**src/rtl/wb_crc32_master.sv**
```systemverilog
// rtl/wb_crc32_master.sv - Wishbone B4 pipelined read initiator computing IEEE 802.3 CRC-32 over a word block
// Optional ack/stall watchdog enabled by defining WB_CRC_TIMEOUT_EN.
module wb_crc32_master #(
  parameter int ADDR_WIDTH     = 32,
  parameter int CNT_WIDTH      = 16,
  parameter int TIMEOUT_CYCLES = 255
) (
  input  logic                  clk,
  input  logic                  rst_n,
  input  logic                  start,
  input  logic [ADDR_WIDTH-1:0] base_addr,
  input  logic [CNT_WIDTH-1:0]  num_words,
  output logic                  busy,
  output logic                  done,
  output logic                  err,
  output logic [31:0]           crc,
  output logic                  wb_cyc_o,
  output logic                  wb_stb_o,
  output logic                  wb_we_o,
  output logic [ADDR_WIDTH-1:0] wb_adr_o,
  output logic [3:0]            wb_sel_o,
  output logic [31:0]           wb_dat_o,
  input  logic [31:0]           wb_dat_i,
  input  logic                  wb_ack_i,
  input  logic                  wb_err_i,
  input  logic                  wb_stall_i
);

  typedef enum logic [1:0] {IDLE, REQ, WAIT, FIN} state_t;

  state_t               state;
  logic [CNT_WIDTH-1:0] remaining;
  logic [31:0]          run_crc;
  logic                 wd_expired;

  assign wb_we_o  = 1'b0;
  assign wb_sel_o = 4'hF;
  assign wb_dat_o = 32'h0;

  // Bit-serial reflected CRC over the whole word: LSB of byte0 first, which is zlib byte order.
  function automatic logic [31:0] crc_fold(input logic [31:0] c, input logic [31:0] d);
    logic [31:0] r;
    r = c;
    for (int i = 0; i < 32; i++) begin
      r = (r >> 1) ^ ((r[0] ^ d[i]) ? 32'hEDB88320 : 32'h0);
    end
    return r;
  endfunction

`ifdef WB_CRC_TIMEOUT_EN
  localparam int WD_W = ($clog2(TIMEOUT_CYCLES + 1) < 8) ? 8 : $clog2(TIMEOUT_CYCLES + 1);
  logic [WD_W-1:0] wd;

  assign wd_expired = (wd == WD_W'(TIMEOUT_CYCLES - 1));

  always_ff @(posedge clk or negedge rst_n) begin
    if (!rst_n) begin
      wd <= '0;
    end else if (state == IDLE || (state == REQ && !wb_stall_i) || (state == WAIT && wb_ack_i)) begin
      wd <= '0;
    end else if (state == REQ || state == WAIT) begin
      wd <= wd + WD_W'(1);
    end
  end
`else
  // No watchdog: never expires, so the block waits indefinitely on stall or ack.
  assign wd_expired = (TIMEOUT_CYCLES < 0);
`endif

  always_ff @(posedge clk or negedge rst_n) begin
    if (!rst_n) begin
      state     <= IDLE;
      busy      <= 1'b0;
      done      <= 1'b0;
      err       <= 1'b0;
      crc       <= 32'h0;
      wb_cyc_o  <= 1'b0;
      wb_stb_o  <= 1'b0;
      wb_adr_o  <= '0;
      remaining <= '0;
      run_crc   <= 32'hFFFFFFFF;
    end else begin
      done <= 1'b0;
      case (state)
        IDLE: begin
          if (start) begin
            wb_adr_o  <= base_addr & ~ADDR_WIDTH'(3);
            remaining <= num_words;
            run_crc   <= 32'hFFFFFFFF;
            err       <= 1'b0;
            busy      <= 1'b1;
            if (num_words == '0) begin
              state <= FIN;
            end else begin
              state    <= REQ;
              wb_cyc_o <= 1'b1;
              wb_stb_o <= 1'b1;
            end
          end
        end
        REQ: begin
          if (!wb_stall_i) begin
            wb_stb_o <= 1'b0;
            state    <= WAIT;
          end else if (wd_expired) begin
            err      <= 1'b1;
            wb_cyc_o <= 1'b0;
            wb_stb_o <= 1'b0;
            state    <= FIN;
          end
        end
        WAIT: begin
          // A bus error beats a simultaneous ack; the data of that beat is dropped.
          if (wb_err_i) begin
            err      <= 1'b1;
            wb_cyc_o <= 1'b0;
            state    <= FIN;
          end else if (wb_ack_i) begin
            run_crc   <= crc_fold(run_crc, wb_dat_i);
            wb_adr_o  <= wb_adr_o + ADDR_WIDTH'(4);
            remaining <= remaining - CNT_WIDTH'(1);
            if (remaining == CNT_WIDTH'(1)) begin
              wb_cyc_o <= 1'b0;
              state    <= FIN;
            end else begin
              wb_stb_o <= 1'b1;
              state    <= REQ;
            end
          end else if (wd_expired) begin
            err      <= 1'b1;
            wb_cyc_o <= 1'b0;
            state    <= FIN;
          end
        end
        FIN: begin
          crc   <= run_crc ^ 32'hFFFFFFFF;
          done  <= 1'b1;
          busy  <= 1'b0;
          state <= IDLE;
        end
        default: state <= IDLE;
      endcase
    end
  end

endmodule
```
**config.mk**
```make
export PLATFORM = sky130hd
export DESIGN_NAME = wb_crc32_master
export DESIGN_NICKNAME = d
export VERILOG_FILES = /design/src/rtl/wb_crc32_master.sv
export SDC_FILE = /design/constraint.sdc
export NUM_CORES = 1
export LEC_CHECK = 0
export CORE_ASPECT_RATIO = 0.8
export CORE_MARGIN = 4
export CORE_UTILIZATION = 52
export CTS_CLUSTER_SIZE = 24
export DETAILED_ROUTE_END_ITERATION = 16
export PLACE_DENSITY = 0.87
export SYNTH_ARGS = -nofsm -noshare
export SYNTH_HDL_FRONTEND = slang
export SYNTH_SLANG_ARGS = --single-unit
```
**constraint.sdc**
```tcl
create_clock -name clk -period 5 [get_ports clk]
set_input_delay 1 -clock clk [delete_from_list [all_inputs] [get_ports clk]]
set_output_delay 1 -clock clk [all_outputs]
set_load 0.02 [all_outputs]
```
# Word level (Yosys, flattened, before mapping)
# Index checks and enable logic that the tools add are counted.
[op_classes]
mux = 68
add_sub_neg = 2
bitwise_logic = 65
eq_ne = 13
n_reduce_logical = 11
[op_table]
columns = ["operator", "n"]
rows = [
  ["$mux 32", 38],
  ["$xor 31x32->32", 32],
  ["$pmux 32 s2", 2],
  ["$mux 16", 3],
  ["$add 32x3->32 const B", 1],
  ["$not 32->32", 1],
  ["$pmux 16 s2", 1],
  ["$xor 1x1->1", 32],
  ["$eq 16x1->1 const B", 1],
  ["$logic_not 16->1", 1],
  ["$sub 16x1->16 const B", 1],
  ["$ne 2x2->1 const B", 7],
  ["$mux 1", 13],
  ["$mux 2", 6],
  ["$pmux 2 s4", 1],
  ["$reduce_and 7->1", 1],
  ["$ne 3x3->1 const B", 2],
  ["$pmux 1 s2", 3],
  ["$reduce_and 3->1", 2],
  ["$reduce_and 5->1", 1],
  ["$eq 2x2->1 const B", 2],
  ["$reduce_and 4->1", 1],
  ["$reduce_bool 2->1", 2],
  ["$pmux 1 s3", 1],
  ["other kinds (4)", 4],
]
[word_totals]
register_bits = 119

# Depth between registers and ports, before layout
# Gate-level depths: netlist of the first run.
[logic_depth]
word_depth = 99
depth_mapped = 9
depth_no_buf = 9

# Worst setup path before layout of the first run
# No wires, ideal clock.
[synth_path]
kind = "input port to flip-flop"
start = "input wb_dat_i[3]"
end = "register run_crc[20]"
arrival_time_ps = 4233
path_slack_ps = 694
cell_stages = 9
cell_sequence = "xnor2_2 xnor3_1 xor2_1 xor2_2 xor3_2 xnor3_2 xor2_2 xnor3_1 a21oi_1"
[synth_between]
elab_chain_cells = 42
elab_cells_between_ends = 62
cone_classes = "18 x mux; 44 x bitwise"
[synth_rtl]
columns = ["item", "line", "text"]
rows = [
  ["start: declaration", "23", "input logic [31:0] wb_dat_i,"],
  ["$xor 1x1->1 *", "45", "r = (r >> 1) ^ ((r[0] ^ d[i]) ? 32'hEDB88320 : 32'h0);"],
  ["$mux 32 *", "45", ""],
  ["$xor 31x32->32 * (6 in a row)", "45", ""],
  ["$xor 1x1->1 / $xor 31x32->32 (equally long branches)", "45", ""],
  ["$mux 32 / $xor 31x32->32 (equally long branches)", "45", ""],
  ["$xor 31x32->32 * (6 in a row)", "45", ""],
  ["$xor 1x1->1 / $xor 31x32->32 (equally long branches)", "45", ""],
  ["$mux 32 / $xor 31x32->32 (equally long branches)", "45", ""],
  ["[... 7 more ...]", "-", ""],
  ["$mux 32 / $xor 31x32->32 (equally long branches)", "45", ""],
  ["$xor 31x32->32 * (6 in a row)", "45", ""],
  ["$xor 1x1->1 / $xor 31x32->32 (equally long branches)", "45", ""],
  ["$mux 32 / $xor 31x32->32 (equally long branches)", "45", ""],
  ["$xor 31x32->32 * (5 in a row)", "45", ""],
  ["$mux 32 *", "118", "end else if (wb_ack_i) begin"],
  ["$mux 32 *", "114", "if (wb_err_i) begin"],
  ["$pmux 32 s2 *", "84", "case (state)"],
  ["end signal: assignment", "119", "run_crc <= crc_fold(run_crc, wb_dat_i);"],
  ["end: declaration", "33", "logic [31:0] run_crc;"],
]
# Mark *: on every way between the ends. The rest lies on a longest branch, timed or not. The select of a mux whose other input is x is not followed.
# A chain may end at the register's enable or synchronous reset.

# Worst setup path after layout of the first run
[layout_path]
start = "input wb_dat_i[3]"
end = "register run_crc[21]"
[layout_between]
elab_chain_cells = 42
elab_cells_between_ends = 60
cone_classes = "17 x mux; 43 x bitwise"
[layout_rtl]
columns = ["item", "line"]
rows = [
  ["$xor 1x1->1 *", "45"],
  ["$mux 32 *", "45"],
  ["$xor 31x32->32 * (6 in a row)", "45"],
  ["$xor 1x1->1 / $xor 31x32->32 (equally long branches)", "45"],
  ["$mux 32 / $xor 31x32->32 (equally long branches)", "45"],
  ["$xor 31x32->32 * (6 in a row)", "45"],
  ["$xor 1x1->1 / $xor 31x32->32 (equally long branches)", "45"],
  ["$mux 32 / $xor 31x32->32 (equally long branches)", "45"],
  ["[... 7 more ...]", "-"],
  ["$mux 32 / $xor 31x32->32 (equally long branches)", "45"],
  ["$xor 31x32->32 * (10 in a row)", "45"],
  ["$xor 1x1->1", "45"],
  ["$mux 32", "45"],
  ["$xor 31x32->32 *", "45"],
  ["$mux 32 *", "118"],
  ["$mux 32 *", "114"],
  ["$pmux 32 s2 *", "84"],
]
# Marked as above.

==> run summary, run 1 <==
Post-Syn Instances = 896
Yosys Warn Count = 0
Clock buffer count from CTS = 17
RSZ-0062 raised after global routing = false
R2R depth = 10
Sequential area share after synthesis = 0.335
Number of synthesized flops with an enable pin = 0
Worst-path clk slew = 0.05 ns
Fillers = 1,279
Post-DRT Antenna Nets = 0
First-pass DRT Iterations = 5
Detailed-route wire length = 25.8 mm
Hold Path Depth = 2
Area Overhead vs Synth = 27.4%
IO Port Bufs = 150
Number of inserted diodes = 0
Largest net degree at the start of global routing = 73
Worst skew pair latency = 0.43 ns
Post-cts repair resize count = 0
Max Freq = 220 MHz
Root buffer cell = clkbuf_16
Total core area = 0.0166 mm²
DRT iter0 DRCs = 796
Max-slew violations = 0
I/O Pins = 192
Synthesized cell area = 0.00885 mm²
Synth area leaders = dfrtp_1 (24%), xnor2_1 (15%), dfstp_2 (9.5%)
Setup TNS Final = 0 ns
Drt via density = 5.66
Final nets = 1,159
Slew HR = 0.307
Worst min-delay path category = reg -> reg
Congestion Overflow GR = 0
Status = completed
Die Area = 0.0192 mm²
Row count = 42
Die height = 125 µm
Worst Path Required = 5.35 ns
# DRC = 0
Initial Util = 0.533
Critical path type = in -> reg
Fin. Hold Viols = 0
Synth top area share = 0.240
Vias in the first global route = 7,281
Flop and latch count out of synthesis = 117
Distinct cell type count after synthesis = 51
CTS tree = yes
Register area = 0.00297 mm²
Clock Path Buffers = 2
Avg Inst Size Synth = 9.88 µm²
Slew @ Worst Pin = 1.04 ns
Post-Route Skew = 0.0117 ns
Gpl congestion = 0.971
Final worst path period need = 4.54 ns
FFs w/ async S/R, synth = 1.00
Final setup violation count = 0
Initial antenna violation count = 0
Arr. time, crit path = 4.89 ns
Post-CTS Setup Inserts = 0
Yosys top cell by area = dfrtp_1
DP HPWL = 19.3 mm
Worst-path fanout max = 6
Crit. End Element = flip-flop
First-pass GRT wire length = 40.8 mm
Vias after detailed routing = 7,378
Util after Layout = 0.679
Multi-input logic area = 0.00557 mm²
Main synth FF type = dfrtp_1
Drt wl/cell = 19.8 µm
Clock sinks = 117
Cts hold-fix bufs = 0
Layout cells sized above 1 = 0.132
GR Util All Layers = 0.270
Htree depth = 4
Crit start category = primary input
Die width = 154 µm
Max Cap Viol = 0
Fin crit share = 0.908
==> area by class of cell <==
type                            count  area share
Multi-Input combinational cell    732       0.495
Sequential cell                   117       0.263
Timing Repair Buffer              194       0.162
Clock buffer                       23      0.0415
Tap cell                          220      0.0244
Clock inverter                      9      0.0112
Inverter                            8     0.00266
==> registers in the layout, summed over array words and instances (netlist names) <==
name and count:
wb_adr_o 30, state 2, crc 32, remaining 16
busy 1, wb_cyc_o 1, err 1, wb_stb_o 1
run_crc 32, done 1
==> cell usage after synthesis (2+ instances only) <==
master,n
nor4_1,7
xnor2_2,14
o32ai_1,4
xor3_2,2
nand3_1,28
mux2i_1,2
clkbuf_1,35
nand4b_1,2
xnor2_1,149
xnor2_4,6
nand4_1,3
and3_1,2
o21ai_0,72
nand2_1,83
or4_1,3
nor3_1,10
dfrtp_1,85
xor2_1,34
a41o_1,4
nor2b_1,4
buf_1,2
xor2_2,6
nand2b_1,4
xnor3_1,32
nor2_1,51
ha_1,3
inv_1,8
o22ai_1,29
dfstp_2,32
and2_1,3
a21oi_1,97
xnor3_2,5
xor3_1,7
o22a_1,4
buf_4,39
conb_1,2
a31oi_1,8
and4_1,2
==> per-layer routing <==
layer / GRT usage / share of wire
met1: 0.405 / 0.45
met2: 0.391 / 0.44
met3: 0.0608 / 0.093
met4: 0.0794 / 0.023
met5: 0 / 0
==> critical path, cell delays in order <==
cell,delay [ns]
clkdlybuf4s50_1,0.45
xnor2_2,0.35
xnor3_1,0.60
xor2_1,0.34
xor3_1,0.48
xnor2_1,0.34
xnor2_1,0.20
xnor2_1,0.47
xnor3_1,0.48
o22a_1,0.17
==> logic make-up after synthesis <==
| family | after synthesis | synth area share |
|---|---|---|
| compound gates | 228 | 0.143 |
| xor+xnor | 256 | 0.359 |
| fa+ha+maj | 3 | 0.00424 |
| buf+inv | 84 | 0.0522 |
| flops | 117 | 0.335 |
| mux | 2 | 0.00226 |
| other cells | 2 | 0.000849 |
| simple gates | 204 | 0.103 |
==> cell usage in the layout (no fill, tap or decap), types with 10 or more instances in the layout <==
master	n
nor2_1	50
nand2_1	82
xor2_1	34
nor3_1	10
a21oi_1	96
conb_1	39
clkdlybuf4s50_1	149
xnor2_2	14
buf_4	45
clkbuf_16	17
xnor3_1	32
dfstp_2	32
o21ai_0	72
nand3_1	28
o22ai_1	29
xnor2_1	149
dfrtp_1	84
==> final timing paths <==
kind	from	to	slack (ns)
worst max-delay path	wb_dat_i[3]	run_crc[21]	0.46
worst min-delay path	crc[4]	crc[4]	0.48
worst max register to register	run_crc[4]	run_crc[21]	1.07
worst min register to register	crc[4]	crc[4]	0.48
max in group asynchronous	rst_n	run_crc[4]	3.51
min in group asynchronous	rst_n	wb_adr_o[9]	0.54
==> through the flow <==
stage / setup slack, ns / instance area [µm²] / hold WS, ns / cells
after global routing: 0.366 / 11300 / 0.504 / 1303
after CTS: 0.511 / 11300 / 0.481 / 1303
after detailed placement: 0.0952 / 10700 / 0.470 / 1271
after floorplan: 0.694 / 8990 / 0.469 / 933
final: 0.462 / 11300 / 0.475 / 1303
after global placement: 0.203 / 10700 / 0.461 / 1271
Power of run 1 is not shown: default switching activity piles up to over one toggle a cycle in this logic, so the estimate is an artifact.
==> inputs of run 2 (changes only) <==
--- a/config.mk
+++ b/config.mk
@@ -6,10 +6,10 @@
 export NUM_CORES = 1
 export LEC_CHECK = 0
 export CORE_ASPECT_RATIO = 0.8
-export CORE_MARGIN = 4
 export CORE_UTILIZATION = 52
 export CTS_CLUSTER_SIZE = 24
 export DETAILED_ROUTE_END_ITERATION = 16
+export GPL_ROUTABILITY_DRIVEN = 0
 export PLACE_DENSITY = 0.87
 export SYNTH_ARGS = -nofsm -noshare
 export SYNTH_HDL_FRONTEND = slang
==> run 2 against run 1 <==
Compared with the run above:
- count of clock-buffer cells in the layout fell by 4
- core utilization rose by 0.17 points
- critical path depth did not move
- final area rose by 0.25%
- highest routed layer unchanged
- die area fell by 8.5%
- sequential cell count did not move
==> run summary, run 2 (synthesized netlist as in run 1, its figures left out) <==
Fin. Hold Viols = 0
Multi-input logic area = 0.00557 mm²
Row count = 42
Biggest regs = crc: 32 flops, run_crc: 32 flops, wb_adr_o: 30 flops
Clock buffer count from CTS = 17
DRT iter0 DRCs = 840
Cell mode on critical path = xnor3_1
Largest net degree at the start of global routing = 73
Clock Path Buffers = 2
Max Freq = 217 MHz
Number of inserted diodes = 0
Initial Util = 0.533
Drt via density = 5.75
Register area = 0.00297 mm²
Worst stage delay on the critical path = 0.54 ns
Vias in the first global route = 7,207
# DRC = 0
Worst-path clk slew = 0.06 ns
CTS tree = yes
Status = completed
Initial antenna violation count = 0
Hold Path Origin = crc[10]
Clock sinks = 117
Critical path type = in -> reg
Slew @ Worst Pin = 1.03 ns
Htree depth = 4
Final nets = 1,150
Util after Layout = 0.681
Worst-path fanout max = 6
Slew HR = 0.309
Vias after detailed routing = 7,440
Fillers = 1,238
I/O Pins = 192
Die Area = 0.0175 mm²
Die width = 148 µm
Worst path slowest cell = xor3_1
Worst Path Required = 5.36 ns
Drt wl/cell = 19.7 µm
Post-DRT Antenna Nets = 0
Setup ws final = 0.396 ns
Reg-to-reg endpoint = run_crc[20]
Final setup violation count = 0
R2R depth = 9
Total core area = 0.0166 mm²
IO Port Bufs = 150
Worst min-delay path category = reg -> reg
WHS Endpoint = crc[10]
Reg2Reg Setup Slack = 0.96 ns
Arr. time, crit path = 4.96 ns
Crit. End Element = flip-flop
Post-CTS Setup Inserts = 0
Area Overhead vs Synth = 27.7%
Reg-to-reg critical path startpoint = run_crc[9]
Worst skew pair latency = 0.43 ns
Post-Route Skew = 0.00778 ns
Commonest non-fill, non-tap cells in the layout = xnor2_1 (149), clkdlybuf4s50_1 (149), a21oi_1 (96)
Final worst path period need = 4.60 ns
Pre-CTS setup slack = 0.0630 ns
GR Util All Layers = 0.302
Die height = 119 µm
Cts hold-fix bufs = 0
Post-cts repair resize count = 0
CP cell instances = clkdlybuf4s50_1, xnor2_2, xnor3_1, xor2_1, xor2_2, xor3_1, xnor3_1, xnor2_1, xnor3_1, a21oi_1
First-pass GRT wire length = 40.0 mm
Fin crit share = 0.921
RSZ-0062 raised after global routing = false
Detailed-route wire length = 25.5 mm
First-pass DRT Iterations = 7
DP HPWL = 18.2 mm
Max Cap Viol = 0
Layout cells sized above 1 = 0.128
Crit start category = primary input
Max-slew violations = 0
Congestion Overflow GR = 0
Root buffer cell = clkbuf_16
Hold Path Depth = 2
Setup TNS Final = 0 ns
## run 2: cell count changes in the layout (fill, tap and decap cells not counted)
cell	before	now
buf_4	45	35
clkbuf_1	4	0
bufinv_16	3	6
inv_6	0	2
buf_12	0	1
clkinv_4	1	0
## run 2: how the worst max path moves through the flow
stage | startpoint | end | slack (ns) | cells after the start
after floorplan | wb_dat_i[3] | run_crc[20] | 0.69 | 9
after detailed placement | wb_dat_i[9] | run_crc[20] | 0.06 | 10
after global routing | wb_dat_i[3] | run_crc[20] | 0.22 | 10
final | wb_dat_i[3] | run_crc[20] | 0.40 | 10
after global placement | wb_dat_i[2] | run_crc[20] | 0.21 | 11
after CTS | wb_dat_i[3] | run_crc[20] | 0.44 | 10
## run 2: worst max-delay path, delay by kind of cell
kind            cells  cell delay, ns
compound gates      1            0.16
xor+xnor            8            3.33
buf+inv             1            0.46
## run 2: cell type report
type / count / share of cell area
Multi-Input combinational cell: 732 / 0.493
Sequential cell: 117 / 0.263
Timing Repair Buffer: 185 / 0.157
Clock buffer: 19 / 0.0401
Tap cell: 220 / 0.0244
Clock inverter: 13 / 0.0199
Inverter: 8 / 0.00266
## run 2: metal layers
metal,vias to the layer above,global-route usage,wire (µm),share of wire
li1,3363,-,-,-
met5,-,0,0,0
met4,0,0.0934,573,0.022
met2,378,0.453,11700,0.46
met3,45,0.0641,2250,0.088
met1,3654,0.437,11000,0.43
## run 2: metrics by stage
step	std cells	instance area [µm²]	hold slack (ns)
floorplan	933	8990	0.469
finish	1294	11300	0.476
global placement	1262	10600	0.462
global route	1294	11300	0.506
detailed placement	1262	10600	0.471
CTS	1294	11300	0.483
Power of run 2 is left out for the same reason.
==> inputs of run 3 (changes only) <==
--- a/config.mk
+++ b/config.mk
@@ -6,6 +6,7 @@
 export NUM_CORES = 1
 export LEC_CHECK = 0
 export CORE_ASPECT_RATIO = 0.8
+export CORE_MARGIN = 8
 export CORE_UTILIZATION = 52
 export CTS_CLUSTER_SIZE = 24
 export DETAILED_ROUTE_END_ITERATION = 16
==> run 3 against run 2 <==
Compared with the run above:
- wire length grew 3.2%
- sequential cell count is the same
- critical path depth grew 1
- sequential share of layout area grew 0.10 points
- highest routed layer unchanged
==> run summary, run 3 (synthesized netlist as in run 1, its figures left out) <==
I/O Pins = 192
Largest net degree at the start of global routing = 84
Vias after detailed routing = 7,422
Layout cells sized above 1 = 0.127
Fillers = 1,235
First-pass GRT wire length = 41.4 mm
Clock Path Buffers = 2
Crit start category = primary input
Multi-input logic area = 0.00557 mm²
Clock sinks = 117
Total core area = 0.0166 mm²
Commonest non-fill, non-tap cells in the layout = xnor2_1 (149), clkdlybuf4s50_1 (149), a21oi_1 (96)
Worst path slowest cell = xnor3_1
Util after Layout = 0.678
Number of inserted diodes = 0
Slew HR = 0.278
# DRC = 0
Biggest regs = crc: 32 flops, run_crc: 32 flops, wb_adr_o: 30 flops
Congestion Overflow GR = 0
Clock buffer count from CTS = 17
First-pass DRT Iterations = 5
Vias in the first global route = 7,278
CTS tree = yes
Arr. time, crit path = 5.08 ns
Max Freq = 211 MHz
DP HPWL = 19.4 mm
Status = completed
Die height = 133 µm
Register area = 0.00297 mm²
Final worst path period need = 4.73 ns
Die Area = 0.0215 mm²
Worst-path fanout max = 4
Fin crit share = 0.947
Post-CTS Setup Inserts = 0
Final nets = 1,156
GR Util All Layers = 0.246
Post-DRT Antenna Nets = 0
Root buffer cell = clkbuf_16
Slew @ Worst Pin = 1.08 ns
Drt via density = 5.71
Final setup violation count = 0
Crit. End Element = flip-flop
Worst min-delay path category = reg -> reg
Initial Util = 0.533
Max Cap Viol = 0
Detailed-route wire length = 26.4 mm
RSZ-0062 raised after global routing = false
DRT iter0 DRCs = 902
Post-Route Skew = 0.0105 ns
Fin. Hold Viols = 0
Area Overhead vs Synth = 27.2%
Worst-path clk slew = 0.05 ns
CP cell instances = clkdlybuf4s50_1, xnor2_4, buf_4, xnor2_2, xnor3_1, xnor2_1, xor3_1, xor2_1, xnor2_1, xnor3_1, o22a_1
Post-cts repair resize count = 0
Initial antenna violation count = 0
Worst skew pair latency = 0.42 ns
Max-slew violations = 0
Cts hold-fix bufs = 0
Worst stage delay on the critical path = 0.61 ns
Htree depth = 4
Drt wl/cell = 20.3 µm
Row count = 42
IO Port Bufs = 150
Worst Path Required = 5.35 ns
Critical path type = in -> reg
Die width = 162 µm
[run 3: cell count changes in the layout (fill, tap and decap cells not counted)]
cell,before,now
buf_4,35,42
clkbuf_1,0,7
bufinv_16,6,3
clkinv_2,4,1
clkbuf_8,2,4
inv_6,2,0
buf_12,1,0
clkinvlp_4,1,0
[run 3: final cells by class]
cell class,instances,area share
Multi-Input combinational cell,732,0.495
Sequential cell,117,0.264
Timing Repair Buffer,191,0.160
Clock buffer,28,0.0450
Tap cell,220,0.0245
Clock inverter,4,0.00845
Inverter,8,0.00267
[run 3: final timing paths]
path	startpoint	endpoint	slack (ns)	depth (start not counted)
hold reg to reg	crc[13]	crc[13]	0.48	2
setup / recovery	wb_dat_i[1]	run_crc[21]	0.27	11
max in group asynchronous	rst_n	run_crc[4]	3.14	2
hold / removal	crc[13]	crc[13]	0.48	2
min in group asynchronous	rst_n	wb_adr_o[10]	0.78	1
setup reg to reg	run_crc[1]	run_crc[21]	0.83	10
[run 3: metrics by stage]
stage	instances	hold slack [ns]	TNS, ns	cell area (µm²)	setup WS, ns
final	1300	0.478	0	11300	0.265
after global routing	1300	0.499	0	11300	0.240
after CTS	1300	0.485	0	11300	0.323
after detailed placement	1268	0.474	-0.0704	10700	-0.0440
after global placement	1268	0.461	0	10700	0.113
after floorplan	933	0.469	0	8990	0.694
[run 3: worst max-delay path, delay by kind of cell]
family / cells / cell delay [ns]
XOR/XNOR: 8 / 3.21
buffers and inverters: 2 / 0.69
AO/OA/AOI/OAI: 1 / 0.16
[run 3: metal layers]
layer | vias up | global-route usage | wire length (µm) | share of wire
met5 | - | 0 | 0 | 0
met3 | 53 | 0.0573 | 2570 | 0.097
met2 | 430 | 0.363 | 11700 | 0.44
met4 | 0 | 0.0873 | 618 | 0.023
li1 | 3367 | - | - | -
met1 | 3572 | 0.347 | 11400 | 0.43
Power of run 3 is left out for the same reason.
